===== config.mk =====
export PLATFORM = sky130hd
export DESIGN_NAME = secded_ecc_comb_flat
export DESIGN_NICKNAME = d
export VERILOG_FILES = /design/src/rtl/secded_ecc_comb_pkg.sv /design/src/rtl/secded_ecc_comb_if.sv /design/src/rtl/secded_ecc_comb_chk_gen.sv /design/src/rtl/secded_ecc_comb.sv /design/src/flat_wrapper.sv
export SDC_FILE = /design/constraint.sdc
export NUM_CORES = 1
export LEC_CHECK = 0
export BUFFER_PORTS_ARGS = -buffer_cell sky130_fd_sc_hd__buf_4
export CORE_UTILIZATION = 47
export DETAILED_ROUTE_END_ITERATION = 10
export HOLD_SLACK_MARGIN = 0.05
export PLACE_DENSITY_LB_ADDON = 0.2
export SYNTH_ARGS = -nofsm -noshare
export SYNTH_HDL_FRONTEND = slang
export SYNTH_SLANG_ARGS = --single-unit
export TNS_END_PERCENT = 1

===== constraint.sdc =====
create_clock -name clk -period 4.8 [get_ports clk]
set_clock_uncertainty 0.05 [all_clocks]
set_input_delay 0.96 -clock clk [delete_from_list [all_inputs] [get_ports clk]]
set_output_delay 0.96 -clock clk [all_outputs]
set_load 0.1 [all_outputs]

===== src/rtl/secded_ecc_comb_pkg.sv =====
// Shared constants and helpers for the extended Hamming(72,64) SECDED datapath.
// Maps data bits to Hamming positions and computes the seven check bits.
package secded_pkg;

    localparam int DATA_W = 64;
    localparam int CHK_W  = 7;
    localparam int CODE_W = DATA_W + CHK_W + 1;

    // Highest valid Hamming position; larger syndromes cannot come from one flipped bit.
    localparam logic [CHK_W-1:0] MAX_POS = CHK_W'(CODE_W - 1);

    typedef enum logic [1:0] {
        ERR_NONE,
        ERR_SINGLE,
        ERR_DOUBLE
    } err_class_t;

    typedef struct packed {
        logic [CODE_W-1:0] code;
        logic              single_err;
        logic              double_err;
    } dec_result_t;

    // Packed table: slice k holds the Hamming position of data bit k.
    function automatic logic [DATA_W*CHK_W-1:0] build_pos_tbl();
        logic [DATA_W*CHK_W-1:0] tbl;
        int                      k;
        tbl = '0;
        k   = 0;
        for (int p = 1; p < CODE_W; p++) begin
            if ((p & (p - 1)) != 0) begin
                tbl[k*CHK_W +: CHK_W] = CHK_W'(p);
                k++;
            end
        end
        return tbl;
    endfunction

    localparam logic [DATA_W*CHK_W-1:0] POS_TBL = build_pos_tbl();

    function automatic logic [CHK_W-1:0] data_pos(input int k);
        return POS_TBL[k*CHK_W +: CHK_W];
    endfunction

    function automatic logic [CHK_W-1:0] calc_chk(input logic [DATA_W-1:0] d);
        logic [CHK_W-1:0] c;
        logic [CHK_W-1:0] pos;
        c = '0;
        for (int k = 0; k < DATA_W; k++) begin
            pos = data_pos(k);
            for (int j = 0; j < CHK_W; j++) begin
                if (pos[j]) begin
                    c[j] = c[j] ^ d[k];
                end
            end
        end
        return c;
    endfunction

endpackage


===== src/rtl/secded_ecc_comb_if.sv =====
// Data/codeword bundle between a word producer and the SECDED datapath.
// The producer drives the word and noise mask; the datapath returns codeword and decode.
interface secded_ecc_comb_if;

    logic [secded_pkg::DATA_W-1:0] data_in;
    logic [secded_pkg::CODE_W-1:0] err_mask;
    logic [secded_pkg::CODE_W-1:0] enc_out;
    logic [secded_pkg::CODE_W-1:0] data_out;
    logic                          error_detected;
    logic                          single_error;
    logic                          double_error;

    modport master (
        output data_in,
        output err_mask,
        input  enc_out,
        input  data_out,
        input  error_detected,
        input  single_error,
        input  double_error
    );

    modport slave (
        input  data_in,
        input  err_mask,
        output enc_out,
        output data_out,
        output error_detected,
        output single_error,
        output double_error
    );

endinterface


===== src/rtl/secded_ecc_comb_chk_gen.sv =====
// Combinational Hamming check-bit generator over a 64-bit data word.
// Shared by the encoder and by the decoder's syndrome recomputation.
module secded_chk_gen
    import secded_pkg::*;
(
    input  logic [DATA_W-1:0] data,
    output logic [CHK_W-1:0]  chk
);

    assign chk = calc_chk(data);

endmodule


===== src/rtl/secded_ecc_comb.sv =====
// SECDED datapath: encode, XOR a noise mask, decode/correct, register the result.
// Encode and decode are combinational; only the decoder outputs are registered.
module secded_ecc_comb #(
    parameter int DATA_W = 64,
    parameter int CODE_W = 72
) (
    input logic              clk,
    input logic              rst_n,
    secded_ecc_comb_if.slave bus
);

    import secded_pkg::*;

    logic [CHK_W-1:0]  enc_chk;
    logic [CHK_W-1:0]  rx_chk;
    logic [CHK_W-1:0]  syn;
    logic [CODE_W-1:0] enc_word;
    logic [CODE_W-1:0] rx_word;
    logic [CODE_W-1:0] corr_mask;
    logic              rx_par;
    err_class_t        err_class;
    dec_result_t       dec_d;
    dec_result_t       dec_q;

    // Encoder
    secded_chk_gen u_enc_chk (
        .data (bus.data_in),
        .chk  (enc_chk)
    );

    assign enc_word    = {^{bus.data_in, enc_chk}, enc_chk, bus.data_in};
    assign bus.enc_out = enc_word;

    // Channel noise, then syndrome and overall parity of the received word
    assign rx_word = enc_word ^ bus.err_mask;

    secded_chk_gen u_dec_chk (
        .data (rx_word[DATA_W-1:0]),
        .chk  (rx_chk)
    );

    assign syn    = rx_chk ^ rx_word[CODE_W-2:DATA_W];
    assign rx_par = ^rx_word;

    // NOTE: every signal gets a default before any branch, so no path leaves one unassigned and no latch is inferred.
    always_comb begin
        corr_mask = '0;
        err_class = ERR_NONE;
        if (rx_par) begin
            if (syn == '0) begin
                corr_mask[CODE_W-1] = 1'b1;
                err_class           = ERR_SINGLE;
            end else if (syn <= MAX_POS) begin
                err_class = ERR_SINGLE;
                for (int k = 0; k < DATA_W; k++) begin
                    if (syn == data_pos(k)) begin
                        corr_mask[k] = 1'b1;
                    end
                end
                for (int j = 0; j < CHK_W; j++) begin
                    if (syn == CHK_W'(1 << j)) begin
                        corr_mask[DATA_W+j] = 1'b1;
                    end
                end
            end else begin
                err_class = ERR_DOUBLE;
            end
        end else if (syn != '0) begin
            err_class = ERR_DOUBLE;
        end
    end

    always_comb begin
        dec_d.code       = rx_word ^ corr_mask;
        dec_d.single_err = (err_class == ERR_SINGLE);
        dec_d.double_err = (err_class == ERR_DOUBLE);
    end

    // NOTE: reset is asynchronous and active-high despite the port name; sequential state uses non-blocking assignments only.
    always_ff @(posedge clk or posedge rst_n) begin
        if (rst_n) begin
            dec_q <= '0;
        end else begin
            dec_q <= dec_d;
        end
    end

    assign bus.data_out       = dec_q.code;
    assign bus.single_error   = dec_q.single_err;
    assign bus.double_error   = dec_q.double_err;
    assign bus.error_detected = dec_q.single_err | dec_q.double_err;

endmodule


===== src/flat_wrapper.sv =====
// flat-port wrapper written by rule: the top's interface ports become plain ports
module secded_ecc_comb_flat import secded_pkg::*;
#(
    parameter int DATA_W = 64,
    parameter int CODE_W = 72
)
  (clk, rst_n, bus_data_in, bus_err_mask, bus_enc_out, bus_data_out, bus_error_detected, bus_single_error, bus_double_error);
  secded_ecc_comb_if bus_i ();
  input logic clk;
  input logic rst_n;
  input wire logic [$bits(bus_i.data_in)-1:0] bus_data_in;
  input wire logic [$bits(bus_i.err_mask)-1:0] bus_err_mask;
  output wire logic [$bits(bus_i.enc_out)-1:0] bus_enc_out;
  output wire logic [$bits(bus_i.data_out)-1:0] bus_data_out;
  output wire logic [$bits(bus_i.error_detected)-1:0] bus_error_detected;
  output wire logic [$bits(bus_i.single_error)-1:0] bus_single_error;
  output wire logic [$bits(bus_i.double_error)-1:0] bus_double_error;
  assign bus_i.data_in = bus_data_in;
  assign bus_i.err_mask = bus_err_mask;
  assign bus_enc_out = bus_i.enc_out;
  assign bus_data_out = bus_i.data_out;
  assign bus_error_detected = bus_i.error_detected;
  assign bus_single_error = bus_i.single_error;
  assign bus_double_error = bus_i.double_error;
  secded_ecc_comb #(.DATA_W(DATA_W), .CODE_W(CODE_W)) u_core (.clk(clk), .rst_n(rst_n), .bus(bus_i));
endmodule

== After elaboration in Yosys (flattened, before gate mapping) ==
Cells that the tools add are included.
Word-level totals
  input port bits: 138
  output and inout port bits: 147
  bits in registers: 74
Cells by class
  magnitude comparators: 1
  reduce and logical (&&, ||, !) cells: 4
  mux-type cells: 79
  eq/ne operators: 73
  bitwise gates (word level): 400
Operator list (count)
  $xor A1 B1 Y1: 396
  $eq A7 B6 Y1 const B: 32
  $xor A72 B72 Y72: 2
  $mux W71: 2
  $eq A7 B5 Y1 const B: 16
  $mux W1: 72
  $mux W72: 1
  $reduce_xor A72 Y1: 1
  $reduce_xor A71 Y1: 1
  $eq A7 B4 Y1 const B: 8
  $eq A7 B7 Y1 const B: 8
  $eq A7 B3 Y1 const B: 4
  $eq A7 B2 Y1 const B: 2
  $mux W2: 4
  $eq A7 B1 Y1 const B: 1
  $le A7 B7 Y1 const B: 1
  $logic_not A7 Y1: 1
  $reduce_bool A7 Y1: 1
  $xor A7 B7 Y7: 1
  $eq A2 B1 Y1 const B: 1
  $eq A2 B2 Y1 const B: 1
  $or A1 B1 Y1: 1

== Depth between registers and ports, before layout ==
Gate-level depths: netlist (run 1).
  depth in word-level cells: 77
  mapped depth: 11
  mapped depth without buffers: 10

== Hierarchy ==
Synthesis (run 1) repeated with hierarchy kept, for this count alone.
Unflattened totals
  cell total of the unflattened synthesis: 808
  area, all modules: 8290.5 µm²
By module, submodules not included
  secded_ecc_comb: sequential area each 1851.8 µm², area an instance 5968.2 µm², cells an instance 582, instances 1
  secded_chk_gen: sequential area each 0.0 µm², area an instance 1161.1 µm², cells an instance 113, instances 2

== Worst setup path before layout (run 1) ==
Ideal clock, no wire load.
  path kind: input-to-reg
  from: input bus_data_in[10]
  to: register u_core.dec_q, in the netlist u_core.bus.data_out[37]
  stages on the path: 11
  required time: 4.670 ns
  slack: -0.728 ns
  buffers on the path: 1
  arrival: 5.399 ns
  library setup time: 0.080 ns
  path through: xnor3_1 > xnor3_1 > xnor3_1 > xnor3_1 > xnor2_1 > xnor3_1 > xnor2_2 > xnor2_4 > buf_6 > nor4_1 > xnor2_1
RTL lines
  from (decl): RTL line flat_wrapper.sv:11  | input wire logic [$bits(bus_i.data_in)-1:0] bus_data_in;
  to (signal assigned): RTL line secded_ecc_comb.sv:82  | dec_q <= '0;
  to (signal assigned): RTL line secded_ecc_comb.sv:84  | dec_q <= dec_d;
  to (decl): RTL line secded_ecc_comb.sv:23  | dec_result_t dec_q;

== Worst setup path after layout (run 1) ==
  from: input bus_data_in[8]
  to: output bus_enc_out[71]
On the way
  cells in the longest elaborated chain, start to end: 32
  elaborated cells between the ends (all ways): 89
  classes of those cells: bitwise (88); reduce/logical (1)
RTL lines
  $xor A1 B1 Y1 (31 in series): RTL line secded_ecc_comb_pkg.sv:53  | c[j] = c[j] ^ d[k];
  $reduce_xor A71 Y1 *: RTL line secded_ecc_comb.sv:31  | assign enc_word = {^{bus.data_in, enc_chk}, enc_chk, bus.data_in};
  to (decl): RTL line flat_wrapper.sv:13  | output wire logic [$bits(bus_i.enc_out)-1:0] bus_enc_out;
Mark *: on every way between the ends. The rest lies on a longest branch, timed or not.

==> results.txt, run 1 <==
The average wire per cell in the routed design came out at 21.2 um. The share of the Yosys chip area taken by registers is 25.6%. Number of enable flip-flop cells after synthesis: 0.

The tools report the via count of the first global-routing pass as 5950. In the final layout, the share of cells above drive strength 1 is 42.8%. The run gives 0.0159 mm2 as the area of the die. The tools report the category of the worst setup path launch point as an input port. In this run, the number of DRC markers left after iteration 0 of detailed routing was 381. The run gives 2 as the maximum count of clock buffers along a single path.

The accumulated negative setup slack is 0 ns, and the number of endpoints failing setup at the final stage is 0. The worst hold path belongs to the class input port to async pin. Final critical delay including setup and external delays: 4.72 ns.

In the synthesized netlist, the number of instances is 645. After synthesis, the cell types taking the most area are xnor2_1 (34%), dfrtp_1 (26%), xnor3_1 (17%). For the antenna diode count, the log shows 0. The tightest slew margin relative to the limit was 35.0%; the H-tree depth was 3. For the pin with the worst max-slew slack, the measured transition is 0.973 ns. The commonest non-fill, non-tap cell in the layout is buf_4. For this run, the share of the core covered by cells in the final layout is 67.9%. The register bit total from synthesis is 74.

The die is 126 um tall. The tool flagged a number of max-cap violations equal to 0. The tools report the count of pins over their slew limit as 0. The floorplan has 44 rows. Detailed placement finished with a half-perimeter wire length of 21.0 mm.

Once layout is complete, the cells apart from fillers number 1141. The cell with the most instances on the worst path was xnor3_1. The async set or reset register ratio after synthesis was 100%. In this run the tool buffered the top-level ports with 284 buffer cells. Compared with the post-synthesis result, the final layout area differs by 38.8%. The tools report the overall via count from detail_route as 5706.

The share of the synthesized area in the top cell type is 34.4%. The number of endpoints with negative hold slack in the final report came out at 0. Buffer type at the clock tree root: clkbuf_16.

Clock transition at the registers of the reported paths: 0.05 ns. Remaining global-route overflow: 0. The maximum single-stage delay on the critical path was 0.48 ns; the maximum fanout along the worst path was 3. STA classifies the critical path endpoint as an output port.

TritonCTS built the clock tree. The floorplan step set the die width to 126 um. The slowest stage cell on the critical path is xnor3_4. The signal on the critical path passes through buf_4 -> xnor3_1 -> xor2_1 -> xnor3_1 -> xnor3_4 -> buf_4 -> xnor3_1 -> xnor3_2 -> buf_6.

Count of antenna-violating nets left after detailed routing: 0. Data on the critical path arrives at its endpoint at 3.71 ns. Counting distinct cell types in the post-synthesis netlist gives 26. The flow ran to the end, and the final reports show no timing, DRC or antenna violations. Entering global routing, the biggest net connects 49 pins. The run gives 9 as the number of CTS-inserted buffers. The last weighted congestion value of the routability-driven placer came out at 0.909. The logs give 0 for the count of yosys warnings during synthesis and 0.0148 mm2 for the core box area. For the total track usage, the log shows 30.5%.

The synthesized design spends more area on one cell type than any other, namely xnor2_1. The number of antenna violations at the first check in global routing was 0. The final layout contains routed wiring with a total length of 24.1 mm. The run gives 5 as the number of detailed-route iterations in the first pass.

Pin placement for this block handled 285 I/O pins. The first global-routing pass estimated 34.9 mm of wire. The tools report the net count of the mapped netlist as 783.

The worst setup path is of the input port to output port kind. Once the floorplan was initialized, standard cells occupied 48.9% of the core. The clock net in this run drives a total of 74 sinks. Derived from the worst setup path, the maximum achievable clock frequency is 212 MHz. The run gives 0 as the count of unresolved DRC violations after routing.

Setup repair after global routing left no endpoint under its margin. In the routed layout, each cell is associated on average with a via count of 5.00. The worst-case hold slack is 0.805 ns. The library cells used most frequently in the layout, excluding fill and tap cells, are buf_4 (373), xnor2_1 (283), dfrtp_1 (74). At the worst endpoint, the required time is 3.79 ns.

The tools report the total setup buffers inserted after CTS as 0. The number of placed instances, taps included, is 1125. Among all flip-flop cells after synthesis, the most frequent one is dfrtp_1. Final clock period utilization by the worst path: 98.3%. The cell area that synthesis handed to floorplanning was 0.00722 mm2. The average instance in the mapped netlist occupies 11.2 um2. The number of nets at the end of the flow came out at 1090.
## Yosys cell counts, types with 4 or more instances
library cell  instances
nor2_1                4
nand2_1              11
xnor3_1              53
inv_1                 4
nor4_1               22
buf_4                68
dfrtp_1              74
xor2_1               33
xnor2_1             284
nand2b_1              7
nor3_1               46
nand3b_1              4
clkbuf_1              8
## cell type report
class                   instances  area (um2)
multi-input cells             487        4800
flip-flops and latches         74        1850
fillers                      1177        4730
repair buffers                376        2850
clock inverters                 4        26.3
inverters                       4        15.0
clock buffers                  12         246
well taps                     184         230
## repair_timing
action / CTS / global route
setup endpoints to repair: 0 / 2
gates resized for setup: 0 / 2
endpoints found under the hold margin: 0 / 0
hold buffers: 0 / 0
## cell families (layout without fill, tap and decap cells)
family                    after synthesis  in the layout  share of synthesized area, %
AOI/OAI and AO/OA                       2              2                         0.139
DFF                                    74             74                          25.6
muxes                                   1              1                         0.139
xor gates and xnor gates              379            379                          57.8
and+or+nand+nor                       105            105                          8.09
buffers and inverters                  84            396                          8.21
## state kept, by name, summed over array words and instances, names as in the netlist
name	flops
u_core.bus.single_error	1
u_core.bus.data_out	72
u_core.bus.double_error	1
## through the flow
step	setup slack [ns]	area (um2)
after floorplan	-0.0541	7240
after global placement	-0.0418	9740
after detailed placement	-0.218	9740
after CTS	0.0538	10000
after global routing	0.00203	10000
final	0.0809	10000
## metal layers
metal	vias to the layer above	wire, um	global-route usage (%)
met3	22	1370	2.93
met2	251	12000	52.8
met5	-	0	0
met4	0	395	7.65
li1	2649	-	-
met1	2784	10400	41.0
## worst max-delay path by stage
stage | from | end | depth (start not counted)
after CTS | bus_data_in[8] | bus_enc_out[71] | 9
after floorplan | bus_data_in[8] | u_core.bus.data_out[37] | 11
final | bus_data_in[8] | bus_enc_out[71] | 9
after global routing | bus_data_in[8] | u_core.bus.data_out[49] | 12
after global placement | bus_data_in[53] | u_core.bus.data_out[59] | 12
after detailed placement | bus_data_in[53] | u_core.bus.data_out[47] | 14
## worst max-delay path, delay by kind of cell
family	cells	cell delay, ns
buf+inv	3	0.53
xor+xnor	6	2.21
Power of run 1 is left out: the tool's default activity adds up to more than one toggle a clock period on the data nets, which glitch-free logic cannot reach.
==> run 2, diff against run 1 <==
--- a/config.mk
+++ b/config.mk
@@ -9,7 +9,7 @@
 export CORE_UTILIZATION = 47
 export DETAILED_ROUTE_END_ITERATION = 10
 export HOLD_SLACK_MARGIN = 0.05
-export PLACE_DENSITY_LB_ADDON = 0.2
+export PLACE_DENSITY = 0.83
 export SYNTH_ARGS = -nofsm -noshare
 export SYNTH_HDL_FRONTEND = slang
 export SYNTH_SLANG_ARGS = --single-unit
==> results.txt, run 2 (synthesis results as in run 1) <==
The run gives 5979 (+0.49%) as the via count of the first global-routing pass. Count of unresolved DRC violations after routing: 0 (unchanged). In this run the clock root is driven by a clkbuf_16. STA classifies the critical path endpoint as an output port.

The tools report the termination of the worst setup path as bus_enc_out[71]. The number of nets at the end of the flow is 1104 (+1.3%), and the overall via count from detail_route is 5815 (+1.9%). TritonCTS built the clock tree.

Area added between synthesis and finish: 41.3%. For the number of endpoints failing setup at the final stage, the log shows 0 (unchanged). The first-pass GRT wire length is 35.0 mm (+0.32%). The final wirelength is 24.0 mm (-0.65%).

For the number of detailed-route iterations in the first pass, the log shows 4 (-1). The tools report the number of placement rows as 44 (unchanged). The run gives 0 (unchanged) as the hold buffer count at CTS. The clock transition at the registers of the reported paths was 0.06 ns (about the same); the final critical delay including setup and external delays was 4.71 ns (-0.00783 ns). The total track usage is 30.3% (-0.19 points).

The final clock period utilization by the worst path is 98.2% (-0.16 points), and the remaining global-route overflow is 0 (unchanged). The tightest slew margin relative to the limit came out at 34.8% (-0.23 points). The highest attainable clock frequency was 212 MHz (+0.17%); the flip-flop count of the largest register after layout was 72 (unchanged).

The total instance count after detailed placement was 1139 (+1.2%); the endpoint required time on the critical path was 3.79 ns (about the same). The final setup slack of the worst path is 0.0887 ns (+0.00783 ns), and the area of the die is 0.0159 mm2 (unchanged). The logs give 0.00986 mm2 (+1.2%) for the placed cell area and 0 (unchanged) for the antenna diode count. The post-detailed-placement half-perimeter wirelength is 20.6 mm (-2.0%), and the number of inserted filler cells in the final layout is 1141 (-3.1%).

The number of endpoints with negative hold slack in the final report is 0 (unchanged), and the number of buffers added on ports is 284 (unchanged). The number of antenna violations at the first check in global routing came out at 0 (unchanged). The startpoint of the worst setup timing path is bus_data_in[8]. The logs give 0 (unchanged) for the number of max-capacitance violations reported and 0.0102 mm2 (+1.8%) for the final non-filler cell area. The tools report the worst-case hold slack as 0.821 ns (+0.0157 ns). The average wire per cell in the routed design is 20.8 um (-1.9%).

Category of the worst setup path launch point: an input port. The number of CTS-inserted buffers is 9 (unchanged). The top-level port count is 285 (unchanged).

Starting density of the core: 48.9% (unchanged). Count of antenna-violating nets left after detailed routing: 0 (unchanged). The maximum fanout along the worst path works out to 3 (unchanged). The commonest non-fill, non-tap cell in the layout was buf_4. The top cell types in the final layout, fill and taps aside, are buf_4 (386), xnor2_1 (283), dfrtp_1 (74). The vertical extent of the die works out to 126 um (unchanged). The tools report the pre-CTS setup slack as -0.196 ns (+0.0217 ns). Total setup buffers inserted after CTS: 0 (unchanged). The logs give 1155 (+1.2%) for the number of standard cells in the final layout excluding fillers and 0.0148 mm2 (unchanged) for the core box area. The flow ran to the end, and the final reports show no timing, DRC or antenna violations. The maximum count of clock buffers along a single path came out at 2 (unchanged).

The min-delay analysis places its worst path in the category input port to async pin. The fraction of final layout cells sized beyond drive strength 1 was 43.7% (+0.82 points); the pin count of the biggest net entering global routing was 50 (+2.0%). The kind of critical path is input port to output port.

The clock sink total came out at 74 (unchanged). Width of the chip: 126 um (unchanged). The H-tree depth came out at 3 (unchanged). The last weighted congestion value of the routability-driven placer is 0.972 (+6.9%). The slew at the pin with the worst max-slew slack is 0.977 ns (+0.00349 ns), and the count of pins over their slew limit is 0 (unchanged). The number of violations reported at the end of detailed-routing iteration 0 is 304 (-20%). For the arrival time of data at the critical path endpoint, the log shows 3.70 ns (about the same). Setup repair after global routing left no endpoint under its margin. The average via count per standard cell was 5.03 (+0.67%).
## run 2: layer usage
metal / GRT usage, % / wire length [um] / vias to the layer above
li1: - / - / 2680
met1: 38.3 / 9260 / 2780
met2: 52.7 / 12100 / 313
met3: 4.59 / 1990 / 42
met4: 10.7 / 640 / 0
met5: 0 / 0 / -
## run 2: layout make-up
cell class | instances | area (um2) | area share [%]
clock buffer | 11 | 233 | 2.28
clock inverter | 5 | 103 | 1.01
inverter | 4 | 15.0 | 0.147
multi-input combinational | 487 | 4800 | 47.1
sequential | 74 | 1850 | 18.2
tap | 184 | 230 | 2.26
timing repair buffer | 390 | 2970 | 29.1
## run 2: worst max-delay path, cell delays in order
cell     delay (ns)
buf_4          0.11
xnor3_1        0.39
xor2_1         0.30
xnor3_1        0.39
xnor3_4        0.47
buf_4          0.19
xnor3_1        0.35
xnor3_2        0.28
buf_6          0.24
## run 2: stage by stage
stage / util [%] / TNS [ns]
detailed placement: 66.8 / -4.75
global route: 69.1 / 0
finish: 69.1 / 0
global placement: 66.8 / -1.29
CTS: 69.1 / 0
floorplan: - / -1.08
## run 2: how the worst min path moves through the flow
stage	start	end	slack (ns)	cells past startpoint
floorplan	bus_err_mask[66]	u_core.bus.data_out[66]	1.12	2
global placement	rst_n	u_core.bus.data_out[43]	1.19	2
detailed placement	rst_n	u_core.bus.data_out[43]	1.20	2
CTS	rst_n	u_core.bus.data_out[43]	0.86	2
global route	rst_n	u_core.bus.data_out[43]	0.92	2
finish	rst_n	u_core.bus.data_out[43]	0.82	2
## run 2: repair_timing
| action | in CTS | in global routing |
|---|---|---|
| endpoints found under the hold margin | 0 | 0 |
| resized for setup | 0 | 2 |
| setup endpoints to repair | 0 | 2 |
Power of run 2 is left out for the same reason.
==> run 3, diff against run 2 <==
--- a/config.mk
+++ b/config.mk
@@ -6,10 +6,12 @@
 export NUM_CORES = 1
 export LEC_CHECK = 0
 export BUFFER_PORTS_ARGS = -buffer_cell sky130_fd_sc_hd__buf_4
+export CORE_ASPECT_RATIO = 0.9
 export CORE_UTILIZATION = 47
 export DETAILED_ROUTE_END_ITERATION = 10
 export HOLD_SLACK_MARGIN = 0.05
 export PLACE_DENSITY = 0.83
+export SETUP_SLACK_MARGIN = 0.1
 export SYNTH_ARGS = -nofsm -noshare
 export SYNTH_HDL_FRONTEND = slang
 export SYNTH_SLANG_ARGS = --single-unit
==> results.txt, run 3 (synthesis results as in run 1) <==
The flow ran to the end, and the final reports show no timing, DRC or antenna violations. Slew at the pin with the worst max-slew slack: 0.772 ns (-0.204 ns). STA classifies the critical path startpoint as an input port. The buffer type at the clock tree root is clkbuf_16. From synthesis to final layout, the design area changed by 37.7%. The slowest stage cell on the critical path is xnor3_1. For the count of antenna-violating nets left after detailed routing, the log shows 0 (unchanged).

The run gives 0 ns (unchanged) as the accumulated negative setup slack. The tools report the number of placement rows as 42 (-4.5%). The run gives 4 (unchanged) as the number of detailed-route iterations in the first pass. The last weighted congestion value of the routability-driven placer is 0.917 (-5.6%). The remaining global-route overflow was 0 (unchanged). The kind of critical path was input port to output port. The library cell used most frequently in the layout, excluding fill and tap cells, is buf_4. For the core box area, the log shows 0.0149 mm2 (+0.80%).

The final clock period utilization by the worst path came out at 96.2% (-1.9 points). The number of inserted filler cells in the final layout is 1222 (+7.1%), and the fraction of final layout cells sized beyond drive strength 1 is 42.1% (-1.5 points). The final wirelength came out at 23.2 mm (-3.3%). The number of violations reported at the end of detailed-routing iteration 0 is 405 (+33%), and the average wire per cell in the routed design is 20.4 um (-1.9%).

The highest attainable clock frequency came out at 217 MHz (+2.0%). The number of endpoints with negative hold slack in the final report came out at 0 (unchanged). The run gives 33.9 mm (-3.4%) as the first-pass GRT wire length. The maximum fanout along the worst path was 4 (+1). The logs give 0 (unchanged) for the count of unresolved DRC violations after routing and 48.1% (+13 points) for the tightest slew margin relative to the limit. The via count of the first global-routing pass is 5703 (-4.6%), and the flip-flop count of the largest register after layout is 72 (unchanged). The total track usage was 29.5% (-0.81 points). TritonCTS built the clock tree.

Setup repair after global routing left no endpoint under its margin. The run gives 0 (unchanged) as the antenna diode count. The final critical delay including setup and external delays is 4.62 ns (-0.0929 ns), and the number of CTS-inserted buffers is 9 (unchanged).

The top-level port count was 285 (unchanged); the average via count per standard cell was 4.96 (-1.6%). The maximum single-stage delay on the critical path was 0.50 ns (+0.03 ns). The number of antenna violations at the first check in global routing came out at 0 (unchanged). For the hold buffer count at CTS, the log shows 0 (unchanged). The run gives 48.6% (-0.39 points) as the starting density of the core. The vertical extent of the die came out at 120 um (-5.0%). The area used by multi-input combinational logic was 0.00482 mm2 (+0.52%); the number of buffers added on ports was 284 (unchanged).

Count of pins over their slew limit: 0 (unchanged). The number of max-capacitance violations reported was 0 (unchanged); the width of the chip was 133 um (+5.3%). The number of endpoints failing setup at the final stage was 0 (unchanged).

The run gives 3.79 ns (about the same) as the endpoint required time on the critical path. The clock transition at the registers of the reported paths came out at 0.06 ns (about the same). Overall via count from detail_route: 5640 (-3.0%). The run gives 3.61 ns (-0.09 ns) as the arrival time of data at the critical path endpoint. The class of the tightest hold or removal check is input port to async pin.

The clock sink total is 74 (unchanged). The tools report the area of the die as 0.0159 mm2 (about the same). The signal on the critical path passes through buf_4 -> xnor2_1 -> xnor3_1 -> xnor2_2 -> xnor3_4 -> xnor3_1 -> xnor3_4 -> buf_6.

The run gives 19.8 mm (-3.5%) as the post-detailed-placement half-perimeter wirelength. The logs give 47 (-6.0%) for the pin count of the biggest net entering global routing and 1073 (-2.8%) for the number of nets at the end of the flow. The run gives 0.00185 mm2 (unchanged) as the total area of sequential cells.

The library cells used most frequently in the layout, excluding fill and tap cells, are buf_4 (357), xnor2_1 (282), dfrtp_1 (74). The logs give 2 (unchanged) for the maximum count of clock buffers along a single path and 3 (unchanged) for the H-tree depth. The total setup buffers inserted after CTS came out at 0 (unchanged). The kind of capture point of the worst setup path was an output port.
==> run 3: cell types whose count changed in the layout (fill, tap and decap cells not counted), moves of 2 or more <==
cell / previous run / this run
xnor3_4: 1 / 3
bufinv_16: 3 / 1
buf_4: 386 / 357
buf_12: 3 / 1
xnor3_2: 7 / 5
clkbuf_1: 2 / 0
clkinv_2: 1 / 3
clkinv_4: 0 / 2
==> run 3: final cells by class <==
class	instances	area share (%)
inverter	4	0.151
multi-input combinational	487	48.5
clock buffer	9	2.26
tap	198	2.49
sequential	74	18.6
clock inverter	7	0.704
timing repair buffer	359	27.3
==> run 3: routing by layer <==
layer  global-route usage (%)  share of wire, %
met5                        0                 0
met4                     10.1               2.8
met2                     48.5                48
met1                     39.4                42
met3                     5.03               7.9
==> run 3: final timing paths <==
path                             startpoint                       to  slack (ns)  depth (start not counted)
max                         bus_data_in[53]          bus_enc_out[71]        0.18                          8
min                                   rst_n  u_core.bus.data_out[55]        0.64                          2
max in group asynchronous             rst_n  u_core.bus.data_out[68]        3.06                          3
min in group clk           bus_err_mask[29]  u_core.bus.data_out[29]        0.92                          3
==> run 3: worst max-delay path: cells and delay by family <==
kind                   cells  cell delay (ns)
XOR/XNOR                   6             2.30
buffers and inverters      2             0.35
==> run 3: timing repair <==
action	4_1_cts	5_1_grt
gates resized for setup	2	0
gates cloned	0	0
endpoints found under the setup margin	1	2
pin swaps	0	1
==> run 3: per-stage QoR <==
stage	cells	worst slack (ns)	instance area (um2)	utilization, %	hold WS, ns
2_1_floorplan	645	0.107	7260	-	1.12
3_3_place_gp	1122	0.105	9640	64.8	0.999
3_5_place_dp	1122	-0.0303	9640	64.8	1.01
4_1_cts	1138	0.118	9950	66.9	0.658
5_1_grt	1138	0.109	9950	66.9	0.696
6_report	1138	0.182	9950	66.9	0.641
Power of run 3 is left out for the same reason.
